$ cat config.mk
export PLATFORM = sky130hd
export DESIGN_NAME = decor_sequencer_flat
export DESIGN_NICKNAME = d
export VERILOG_FILES = /design/src/rtl/decor_sequencer_if.sv /design/src/rtl/decor_sequencer.sv /design/src/flat_wrapper.sv
export SDC_FILE = /design/constraint.sdc
export NUM_CORES = 1
export LEC_CHECK = 0
export BUFFER_PORTS_ARGS = -buffer_cell sky130_fd_sc_hd__buf_2
export CAP_MARGIN = 20
export CORE_MARGIN = 8
export CORE_UTILIZATION = 40
export DETAILED_ROUTE_END_ITERATION = 6
export SYNTH_ARGS = -nofsm -noshare
export SYNTH_HDL_FRONTEND = slang
export SYNTH_SLANG_ARGS = --single-unit
$ cat constraint.sdc
create_clock -name clk -period 3.8 [get_ports clk]
set_input_delay 0.19 -clock clk [delete_from_list [all_inputs] [get_ports clk]]
set_output_delay 0.19 -clock clk [all_outputs]
set_load 0.01 [all_outputs]
$ cat src/rtl/decor_sequencer_if.sv
// Actuator handshake bundle: sound and effect request/code pairs with their acks.
interface decor_sequencer_if;
    logic       snd_req;
    logic [1:0] snd_code;
    logic       snd_ack;
    logic       fx_req;
    logic [1:0] fx_code;
    logic       fx_ack;

    modport master (
        output snd_req, snd_code, fx_req, fx_code,
        input  snd_ack, fx_ack
    );

    modport slave (
        input  snd_req, snd_code, fx_req, fx_code,
        output snd_ack, fx_ack
    );
endinterface

$ cat src/rtl/decor_sequencer.sv
// Opcode-driven program sequencer: steps a 4-slot program, holding colours for a
// dwell time and issuing sound/effect commands over req/ack handshakes.
module decor_sequencer #(
    parameter int DWELL  = 4,
    parameter int PASS_W = 8
) (
    input  logic              clk,
    input  logic              rst,
    input  logic              on,
    // "program" is a reserved word, so the opcode slots arrive on prog
    input  logic [15:0]       prog,
    decor_sequencer_if.master act,
    output logic [1:0]        slot,
    output logic              busy,
    output logic              color_on,
    output logic [1:0]        color,
    output logic              err,
    output logic [PASS_W-1:0] pass_cnt
);

    typedef enum logic [2:0] {
        S_IDLE,
        S_FETCH,
        S_EXEC,
        S_COLOR_WAIT,
        S_SND_WAIT,
        S_FX_WAIT,
        S_ADVANCE
    } state_t;

    localparam logic [7:0] DWELL_LOAD = 8'(DWELL - 1);

    state_t              state_reg;
    logic [1:0]          slot_reg;
    logic [3:0]          op_reg;
    logic [7:0]          dwell_reg;
    logic                busy_reg;
    logic                color_on_reg;
    logic [1:0]          color_reg;
    logic                snd_req_reg;
    logic [1:0]          snd_code_reg;
    logic                fx_req_reg;
    logic [1:0]          fx_code_reg;
    logic                err_reg;
    logic [PASS_W-1:0]   pass_cnt_reg;

    logic [3:0] slot_op [4];

    generate
        for (genvar gi = 0; gi < 4; gi++) begin : g_slot
            assign slot_op[gi] = prog[4*gi +: 4];
        end
    endgenerate

    always_ff @(posedge clk or negedge rst) begin
        if (!rst) begin
            state_reg    <= S_IDLE;
            slot_reg     <= 2'd0;
            op_reg       <= 4'd0;
            dwell_reg    <= 8'd0;
            busy_reg     <= 1'b0;
            color_on_reg <= 1'b0;
            color_reg    <= 2'd0;
            snd_req_reg  <= 1'b0;
            snd_code_reg <= 2'd0;
            fx_req_reg   <= 1'b0;
            fx_code_reg  <= 2'd0;
            err_reg      <= 1'b0;
            pass_cnt_reg <= '0;
        end else begin
            case (state_reg)
                S_IDLE: begin
                    if (on) begin
                        state_reg <= S_FETCH;
                        busy_reg  <= 1'b1;
                    end
                end
                S_FETCH: begin
                    op_reg    <= slot_op[slot_reg];
                    state_reg <= S_EXEC;
                end
                S_EXEC: begin
                    state_reg <= S_ADVANCE;
                    // A code of 11 is illegal in every class; in class 00 so is 10
                    unique case (op_reg[3:2])
                        2'b00: begin
                            if (op_reg[1:0] == 2'b01) begin
                                color_on_reg <= 1'b0;
                                color_reg    <= 2'd0;
                                slot_reg     <= 2'd0;
                                busy_reg     <= 1'b0;
                                state_reg    <= S_IDLE;
                            end else if (op_reg[1]) begin
                                err_reg <= 1'b1;
                            end
                        end
                        2'b01: begin
                            if (op_reg[1:0] == 2'b11) begin
                                err_reg <= 1'b1;
                            end else begin
                                color_on_reg <= 1'b1;
                                color_reg    <= op_reg[1:0];
                                dwell_reg    <= DWELL_LOAD;
                                state_reg    <= S_COLOR_WAIT;
                            end
                        end
                        2'b10: begin
                            if (op_reg[1:0] == 2'b11) begin
                                err_reg <= 1'b1;
                            end else begin
                                snd_req_reg  <= 1'b1;
                                snd_code_reg <= op_reg[1:0];
                                state_reg    <= S_SND_WAIT;
                            end
                        end
                        2'b11: begin
                            if (op_reg[1:0] == 2'b11) begin
                                err_reg <= 1'b1;
                            end else begin
                                fx_req_reg  <= 1'b1;
                                fx_code_reg <= op_reg[1:0];
                                state_reg   <= S_FX_WAIT;
                            end
                        end
                    endcase
                end
                S_COLOR_WAIT: begin
                    if (dwell_reg == 8'd0) begin
                        state_reg <= S_ADVANCE;
                    end else begin
                        dwell_reg <= dwell_reg - 8'd1;
                    end
                end
                S_SND_WAIT: begin
                    if (act.snd_ack) begin
                        snd_req_reg <= 1'b0;
                        state_reg   <= S_ADVANCE;
                    end
                end
                S_FX_WAIT: begin
                    if (act.fx_ack) begin
                        fx_req_reg <= 1'b0;
                        state_reg  <= S_ADVANCE;
                    end
                end
                S_ADVANCE: begin
                    slot_reg <= slot_reg + 2'd1;
                    if (slot_reg == 2'd3) begin
                        pass_cnt_reg <= pass_cnt_reg + 1'b1;
                    end
                    busy_reg  <= on;
                    state_reg <= on ? S_FETCH : S_IDLE;
                end
                default: begin
                    state_reg <= S_IDLE;
                    busy_reg  <= 1'b0;
                end
            endcase
        end
    end

    assign slot         = slot_reg;
    assign busy         = busy_reg;
    assign color_on     = color_on_reg;
    assign color        = color_reg;
    assign err          = err_reg;
    assign pass_cnt     = pass_cnt_reg;
    assign act.snd_req  = snd_req_reg;
    assign act.snd_code = snd_code_reg;
    assign act.fx_req   = fx_req_reg;
    assign act.fx_code  = fx_code_reg;

endmodule

$ cat src/flat_wrapper.sv
// flat-port wrapper written by rule: the top's interface ports become plain ports
module decor_sequencer_flat 
#(
    parameter int DWELL  = 4,
    parameter int PASS_W = 8
)
  (clk, rst, on, prog, slot, busy, color_on, color, err, pass_cnt, act_snd_req, act_snd_code, act_fx_req, act_fx_code, act_snd_ack, act_fx_ack);
  decor_sequencer_if act_i ();
  input  logic clk;
  input  logic rst;
  input  logic on;
  input  logic [15:0] prog;
  output logic [1:0] slot;
  output logic busy;
  output logic color_on;
  output logic [1:0] color;
  output logic err;
  output logic [PASS_W-1:0] pass_cnt;
  output wire logic [$bits(act_i.snd_req)-1:0] act_snd_req;
  output wire logic [$bits(act_i.snd_code)-1:0] act_snd_code;
  output wire logic [$bits(act_i.fx_req)-1:0] act_fx_req;
  output wire logic [$bits(act_i.fx_code)-1:0] act_fx_code;
  input wire logic [$bits(act_i.snd_ack)-1:0] act_snd_ack;
  input wire logic [$bits(act_i.fx_ack)-1:0] act_fx_ack;
  assign act_snd_req = act_i.snd_req;
  assign act_snd_code = act_i.snd_code;
  assign act_fx_req = act_i.fx_req;
  assign act_fx_code = act_i.fx_code;
  assign act_i.snd_ack = act_snd_ack;
  assign act_i.fx_ack = act_fx_ack;
  decor_sequencer #(.DWELL(DWELL), .PASS_W(PASS_W)) u_core (.clk(clk), .rst(rst), .on(on), .prog(prog), .act(act_i), .slot(slot), .busy(busy), .color_on(color_on), .color(color), .err(err), .pass_cnt(pass_cnt));
endmodule
== After elaboration in Yosys (flattened, before gate mapping) ==
Cells that the tools add are included.
Operators by class
  divide/modulo/power cells: 0
  shift operators: 0
  order comparisons: 1
  reductions and logical operators: 21
  multiply operators: 0
  equal/unequal tests: 28
  bitwise logic cells: 3
  add/sub/neg operators: 3
  muxes and demuxes: 39
Operators with widths (count)
  $reduce_and 4->1: 7
  $mux 8: 3
  $pmux 3 s7: 1
  $ne 2x2->1 const B: 10
  $mux 3: 6
  $pmux 8 s2: 1
  $mux 1: 12
  $ne 2x1->1 const B: 6
  $pmux 3 s4: 1
  $mux 2: 5
  $reduce_bool 2->1: 5
  $eq 3x3->1 const B: 3
  $reduce_and 3->1: 3
  $add 8x1->8 const B: 1
  $bmux 4 s2: 1
  $eq 2x2->1 const B: 4
  $logic_not 8->1: 1
  $mux 4: 2
  $pmux 1 s2: 4
  $pmux 2 s2: 2
  $sub 8x1->8 const B: 1
  $eq 3x2->1 const B: 2
  $eq 2x1->1 const B: 2
  $pmux 1 s4: 1
  other kinds (10): 11
Word-level totals
  input port bits: 21
  memories: 0
  logic and storage cells: 108
  RAM bits: 0
  bits in registers: 36
  output and inout port bits: 21
  bits in latches: 0
  bits in read-only memories: 0

== Longest topological paths before layout ==
Gate-level depths: netlist of run 1.
  depth after elaboration: 4
  mapped depth: 6
  gate-level depth less buffers: 6

== Worst setup path before layout of run 1 ==
OpenSTA, ideal clock, no wires.
  path type: reg-to-reg
  start point: register u_core.dwell_reg[0]
  end point: register u_core.dwell_reg[4]
  data arrival time: 1.629 ns
  cell stages (with the launch flop): 7
  required time: 3.723 ns
  setup time: 0.077 ns
  setup slack: 2.094 ns
  buffers on the path: 0
  path through: dfrtp_1 inv_1 ha_1 nor3b_2 a211o_1 or4_1 a21oi_1
On the way
  longest elaborated chain between the ends: 3
  elaborated cells on any way between the ends: 6
Ends and longest elaborated chain
  start: declaration: line decor_sequencer.sv:36  | logic [7:0] dwell_reg;
  start signal: assignment: line decor_sequencer.sv:131  | dwell_reg <= dwell_reg - 8'd1;
  $sub 8x1->8 or $logic_not 8->1 (tied branches): line decor_sequencer.sv:131, decor_sequencer.sv:128
  $mux 8 or $ne 2x2->1 (tied branches)
  $pmux 8 s2 or $reduce_and 4->1 (tied branches)
Parallel ways exist; a longest one is shown, timed or not. The select of a mux whose other input is x is not followed.
A chain may end at the register's enable or synchronous reset.

== Worst setup path after layout of run 1 ==
  start point: register u_core.state_reg[2]
  end point: register u_core.color_reg[0], in the netlist u_core.color[0]
On the way
  longest elaborated chain between the ends: 2
Ends and longest elaborated chain
  start: declaration: line decor_sequencer.sv:33  | state_t state_reg;
  start signal: assignment: line decor_sequencer.sv:152  | state_reg <= on ? S_FETCH : S_IDLE;
  $eq 3x2->1: line decor_sequencer.sv:71  | case (state_reg)
  $reduce_and 4->1 (no source line)
  end signal: assignment: line decor_sequencer.sv:102  | color_reg <= op_reg[1:0];
  end: declaration: line decor_sequencer.sv:39  | logic [1:0] color_reg;
Every way passes these cells.

==> summary.md, run 1 <==
| Metric | Value |
|---|---|
| Detail Route Antenna Nets | 0 |
| DRC | 0 |
| Core Region | 4660 µm² |
| Tcrit/Tclk final | 49.1% |
| GP Congestion | 0.790 |
| Run status | complete, but fails checks |
| Initial antenna violation count | 0 |
| Vias | 1,464 |
| Pwr/cell area | 769 nW/µm² |
| Wirelength per Cell | 14.6 µm |
| Post-synthesis register bit count | 36 |
| Failing checks | hold timing |
| Post-synth ARST share | 100% |
| Synth unique cells | 47 |
| Die Y | 85.2 µm |
| H-tree Lvls | 2 |
| Final Skew | 0.00887 ns |
| Leading area contributor after synthesis | dfrtp_1 |
| HPWL after DPL | 2990 µm |
| Post-layout util | 47.9% |
| Clk root buf | clkbuf_8 |
| Mapped Nets | 202 |
| Post-CTS sizing | 0 |
| RSZ-0062 raised after global routing | no |
| Later-pin clock latency in the skew report | 0.29 ns |
| Cell Rows | 25 |
| Clock transition at path regs | 0.08 ns |
| I/O pins | 42 |
| CTS max path bufs | 2 |
| Placed cells | 262 |
| Ant. Diodes | 0 |
| Min-Delay Path Class | input port to asynchronous set/reset pin |
| Number of flops mapped to enable cells by yosys | 0 |
| WP data arrival | 2.03 ns |
| # fillers | 446 |
| Worst reg2reg path depth | 4 |
| Vias in the first global route | 1,559 |
| Hold-fix buffers, CTS | 0 |
| Slew Limit Fails | 0 |
| Worst stage delay on the critical path | 0.60 ns |
| Reg2reg start | u_core.state_reg[2]$_DFFE_PN0P_ |
| Sequential fraction of the synthesis area | 47.0% |
| Critical Path Sink Type | flop |
| Nets | 240 |
| Reg2reg end | u_core.color[0]$_DFFE_PN0P_ |
| CTS buffer count | 5 |
| Initial Utilization | 41.1% |
| Input/output buffers | 41 |
| Setup TNS | 0 ns |
| Ys flop type | dfrtp_1 |
| Final Hold Fails | 36 |
| Layout cell share with drive strength beyond 1 | 30.6% |
| Critical Path Slowest Stage Cell | or4b_1 |
| Yosys Warn Count | 0 |
| Most common cell after layout, fill and taps aside | buf_2 |
| DIE WIDTH | 85.2 µm |
| Max-slew headroom | 47.5% |
| Area of the multi-input gates | 952 µm² |
| Most frequent cells in the layout | buf_2 (41), dfrtp_1 (36), nor2_1 (14), nand2_1 (12), a21oi_1 (10) |
| Largest net degree at the start of global routing | 37 |
| R2r setup slk | 1.94 ns |
| Grt ovf | 0 |
| Initial detailed-routing violation count | 54 |
| Lkg Pwr | 1.04 nW |
| Max-cap violations | 0 |
| TritonCTS clock tree | built |
| Cells along the critical path | or4b_1 -> or3_1 -> a21oi_1 -> a311oi_1 |
| Least-Margin Pin Slew | 0.787 ns |
| Crit Path Class | flop to flop |
| P&R area growth vs syn | 16.5% |
| CP required | 3.96 ns |
| Post-layout minimum cycle time | 1.86 ns |
| Via density | 5.42 |
| CP bufs+invs | 0 |
| Setup bufs post-CTS | 0 |
| Mapped Area | 1920 µm² |
| FMAX | 536 MHz |
| First-pass GRT wire length | 6970 µm |
| Tot Pwr | 1.72 mW |
| Drt pass-1 iters | 4 |
| CP top delay family | simple AND/OR/NAND/NOR gates |
| Worst Path Max Fanout | 16 |
| Setup-failing EPs final | 0 |
| Non-Filler Instances | 270 |
| Largest cells by area after synthesis | dfrtp_1 (47%), mux4_2 (4.7%), xnor2_1 (3.2%) |
| Synthesized area per cell | 10.8 µm² |
| Max VDD drop | 0.000310 V |
| Clock Sinks | 36 |
| DIE AREA | 7260 µm² |
| Critical Path Source Type | flop |
| Register area | 901 µm² |
| WL final | 3960 µm |
| WHS | -0.0244 ns |
| Yosys top cell area share | 47.0% |
| Global Route Usage Sum | 11.8% |
| Syn Inst Count | 177 |
worst reg2reg max path, cell delays in order, from the launching register on:
cell,delay (ns)
dfrtp_1,0.56
or4b_1,0.60
or3_1,0.36
a21oi_1,0.16
a311oi_1,0.06
cells in the mapped netlist, types with 2 or more instances:
| library cell | count |
|---|---|
| o21ai_0 | 6 |
| inv_1 | 5 |
| nor2_1 | 14 |
| xnor2_1 | 7 |
| nand3_1 | 5 |
| a21oi_1 | 10 |
| nor4b_2 | 2 |
| and3_1 | 2 |
| nand2b_1 | 3 |
| clkbuf_1 | 5 |
| ha_1 | 4 |
| xor2_1 | 2 |
| nor2b_1 | 2 |
| nand2_1 | 12 |
| mux4_2 | 4 |
| a31oi_1 | 2 |
| nor3_1 | 4 |
| a221oi_1 | 2 |
| o22a_1 | 5 |
| or4b_1 | 2 |
| and4_1 | 2 |
| o31ai_1 | 3 |
| dfrtp_1 | 36 |
| or3_1 | 3 |
| nand3b_1 | 3 |
| mux2_2 | 5 |
| or4_1 | 2 |
| buf_2 | 5 |
| nor3b_2 | 2 |
per-stage QoR:
| step | setup slack (ns) | instance area [µm²] |
|---|---|---|
| after global routing | 1.78 | 2230 |
| final | 1.94 | 2230 |
| after detailed placement | 1.94 | 2140 |
| after CTS | 1.94 | 2230 |
| after global placement | 1.98 | 2140 |
| after floorplan | 2.09 | 1920 |
per-layer routing:
metal | track usage, % | up-vias | part of all wire [%] | wire length [µm]
li1 | - | 725 | - | -
met1 | 14.3 | 703 | 48 | 1880
met2 | 18.9 | 31 | 46 | 1830
met3 | 3.86 | 5 | 4.5 | 176
met4 | 4.85 | 0 | 1.6 | 64
met5 | 0 | - | 0 | 0
worst max-delay path by stage:
| stage | startpoint | to | slack [ns] | depth (start not counted) |
|---|---|---|---|---|
| 2_1_floorplan | u_core.dwell_reg[0]$_DFFE_PN0P_ | u_core.dwell_reg[4]$_DFFE_PN0P_ | 2.09 | 6 |
| 3_3_place_gp | u_core.state_reg[2]$_DFFE_PN0P_ | u_core.color[0]$_DFFE_PN0P_ | 1.98 | 4 |
| 3_5_place_dp | u_core.state_reg[2]$_DFFE_PN0P_ | u_core.color[0]$_DFFE_PN0P_ | 1.94 | 4 |
| 4_1_cts | u_core.dwell_reg[0]$_DFFE_PN0P_ | u_core.dwell_reg[1]$_DFFE_PN0P_ | 1.94 | 6 |
| 5_1_grt | u_core.dwell_reg[0]$_DFFE_PN0P_ | u_core.dwell_reg[1]$_DFFE_PN0P_ | 1.78 | 6 |
| 6_report | u_core.state_reg[2]$_DFFE_PN0P_ | u_core.color[0]$_DFFE_PN0P_ | 1.94 | 4 |
cells by family after synthesis:
kind of cell	synth area share [%]
simple gates	21.0
fa+ha+maj	2.61
mux	8.16
buf+inv	3.27
flops	47.0
compound gates	13.8
xor+xnor	4.12
report_power, final:
part / switching, mW / internal [mW]
Combinational: 0.309 / 0.357
Clock: 0.142 / 0.128
Sequential: 0.246 / 0.536
Total: 0.696 / 1.02
area by class of cell:
class	count	area share (%)
Inverter	5	0.841
Tap cell	54	3.03
Sequential cell	36	40.4
Clock inverter	3	0.841
Timing Repair Buffer	41	9.19
Clock buffer	5	3.08
Multi-Input combinational cell	126	42.7
Note: power is estimated with default switching activity, not from simulation.
==> run 2, diff against run 1 <==
Settings changed: ABC_AREA from default to 1.
Clock period 3.8 ns to 1.6 ns, I/O delays scaled along.
==> run 2 against run 1 <==
  * The flow now finishes without violations
  * Area after synthesis is 7.8% higher
  * Power is 140% higher
  * Fmax grew 29%
  * Sequential share of layout area is 4.5 points lower
  * First-iteration DRC count is 61% higher
  * Die area up 6.4%
==> summary.md, run 2 <==
| Metric | Value |
|---|---|
| Setup-failing EPs final | 0 |
| Drt pass-1 iters | 4 |
| Post-synthesis register bit count | 36 |
| Max VDD drop | 0.000845 V |
| Vias | 1,845 |
| Cells along the critical path | inv_1 -> ha_1 -> nand3_1 -> o21ai_2 -> nand2_1 -> o21a_1 |
| Synth top cells by count | nand2_1 (71), dfrtp_1 (36), nor2_1 (30) |
| GP Congestion | 0.812 |
| Largest cells by area after synthesis | dfrtp_1 (44%), nand2_1 (13%), o21ai_0 (6.3%) |
| Mapped Nets | 292 |
| Critical Path Source Type | flop |
| Wirelength per Cell | 11.9 µm |
| H-tree Lvls | 2 |
| Core Region | 5040 µm² |
| Clk root buf | clkbuf_8 |
| Synth unique cells | 30 |
| RSZ-0062 raised after global routing | no |
| Largest net degree at the start of global routing | 37 |
| Number of flops mapped to enable cells by yosys | 0 |
| Die Y | 87.9 µm |
| DIE WIDTH | 87.9 µm |
| Detail Route Antenna Nets | 0 |
| Hold Startpoint | act_fx_ack |
| Max-slew headroom | 69.0% |
| Yosys top cell area share | 43.6% |
| Slew Limit Fails | 0 |
| Reg2reg start | u_core.dwell_reg[1]$_DFFE_PN0P_ |
| Lkg Pwr | 1.30 nW |
| Post-CTS sizing | 0 |
| TritonCTS clock tree | built |
| Final Hold Fails | 0 |
| Sw frac | 44.2% |
| HPWL after DPL | 3590 µm |
| Global Route Usage Sum | 13.1% |
| Vias in the first global route | 1,872 |
| Clock transition at path regs | 0.07 ns |
| Max-cap violations | 0 |
| Clock Sinks | 36 |
| Initial detailed-routing violation count | 87 |
| CP required | 1.78 ns |
| Placed cells | 384 |
| Crit Path Class | flop to flop |
| Initial antenna violation count | 0 |
| Final Skew | 0.00405 ns |
| Internal power | 2.33 mW |
| Post-layout minimum cycle time | 1.44 ns |
| Min-Delay Path Class | input port to flop |
| Gate power share | 47.7% |
| Post-layout util | 49.8% |
| P&R area growth vs syn | 21.6% |
| Mapped Area | 2070 µm² |
| Pwr/cell area | 1660 nW/µm² |
| Post-synth ARST share | 100% |
| CTS buffer count | 5 |
| Input/output buffers | 41 |
| Grt ovf | 0 |
| CTS max path bufs | 2 |
| Later-pin clock latency in the skew report | 0.29 ns |
| Non-Filler Instances | 393 |
| Count leader, synth | nand2_1 |
| Synthesized area per cell | 7.74 µm² |
| Least-Margin Pin Slew | 0.465 ns |
| Ys flop type | dfrtp_1 |
| Initial Utilization | 41.0% |
| Nets | 347 |
| Cell Rows | 26 |
| Setup TNS | 0 ns |
| Worst setup path start | u_core.dwell_reg[1]$_DFFE_PN0P_ |
| I/O pins | 42 |
| DRC | 0 |
| Via density | 4.69 |
| CP bufs+invs | 1 |
| Critical Path Slowest Stage Cell | dfrtp_1 |
| Worst Path Max Fanout | 5 |
| Sw Pwr | 1.84 mW |
| Critical Path Sink Type | flop |
| Most frequent cells in the layout | nand2_1 (71), buf_2 (41), dfrtp_1 (36), nor2_1 (30), o21ai_0 (26) |
| Tcrit/Tclk final | 90.2% |
| FMAX | 693 MHz |
| Layout cell share with drive strength beyond 1 | 23.5% |
| Leading area contributor after synthesis | dfrtp_1 |
| Clock Power Share | 16.1% |
| Run status | completed |
| WP data arrival | 1.62 ns |
| DIE AREA | 7720 µm² |
| Tot Pwr | 4.17 mW |
| Yosys Warn Count | 0 |
| Sequential fraction of the synthesis area | 43.6% |
| Reg power frac | 36.1% |
| Syn Inst Count | 267 |
| Worst stage delay on the critical path | 0.40 ns |
| WL final | 4670 µm |
| CP top delay family | compound AO/OA/AOI/OAI gates |
| First-pass GRT wire length | 8160 µm |
| Ant. Diodes | 0 |
| Most common cell after layout, fill and taps aside | nand2_1 |
[run 2: worst paths after layout]
path | slack (ns) | depth (start not counted) | end
worst min register to register | 0.48 | 2 | u_core.err$_DFFE_PN0P_
worst max-delay path | 0.16 | 6 | u_core.dwell_reg[1]$_DFFE_PN0P_
max in group asynchronous | 0.91 | 3 | u_core.dwell_reg[4]$_DFFE_PN0P_
min in group asynchronous | 0.36 | 3 | u_core.pass_cnt[3]$_DFFE_PN0P_
worst min-delay path | 0.13 | 4 | u_core.act.fx_req$_DFFE_PN0P_
worst max register to register | 0.16 | 6 | u_core.dwell_reg[1]$_DFFE_PN0P_
[run 2: final cells by class]
type	count	area, µm²
multi-input combinational	199	1040
tap	70	87.6
timing repair buffer	50	275
fill	529	2530
inverter	30	115
sequential	36	901
clock buffer	7	86.3
clock inverter	1	7.51
[run 2: cells by family after synthesis]
group	synth area share [%]
and+or+nand+nor	33.0
AOI/OAI and AO/OA	11.9
DFF	43.6
buffers and inverters	6.06
xor gates and xnor gates	2.97
adders and majority gates	2.42
[run 2: timing repair]
item                                   4_1_cts  5_1_grt
buffers inserted                             0        0
endpoints found under the hold margin       36        0
hold buffers                                 1        0
[run 2: power groups by stage]
| stage | clock [mW] | sequential, mW | combinational, mW |
|---|---|---|---|
| 2_1_floorplan | 0 | 1.54 | 1.38 |
| 3_3_place_gp | 0 | 1.52 | 2.01 |
| 3_5_place_dp | 0 | 1.52 | 2.01 |
| 4_1_cts | 0.700 | 1.51 | 2.03 |
| 5_1_grt | 0.741 | 1.56 | 2.29 |
| 6_report | 0.673 | 1.51 | 1.99 |
[run 2: stage by stage]
step,cell area (µm²),worst slack [ns],hold slack (ns)
CTS,2510,0.132,0.119
floorplan,2070,0.279,-0.216
global route,2510,0.0127,0.126
global placement,2410,0.162,0.155
detailed placement,2410,0.144,0.155
finish,2510,0.156,0.129
[run 2: per-layer routing]
layer	up-vias	GRT usage [%]	wire, µm
li1	975	-	-
met1	836	16.8	2350
met2	30	21.1	2090
met3	4	3.66	188
met4	0	3.28	44
met5	-	0	0
[run 2: worst reg2reg max path, cell delays in order (launching register included)]
cell and delay [ns]:
dfrtp_1 0.40, inv_1 0.08, ha_1 0.14, nand3_1 0.12, o21ai_2 0.27, nand2_1 0.14
o21a_1 0.19
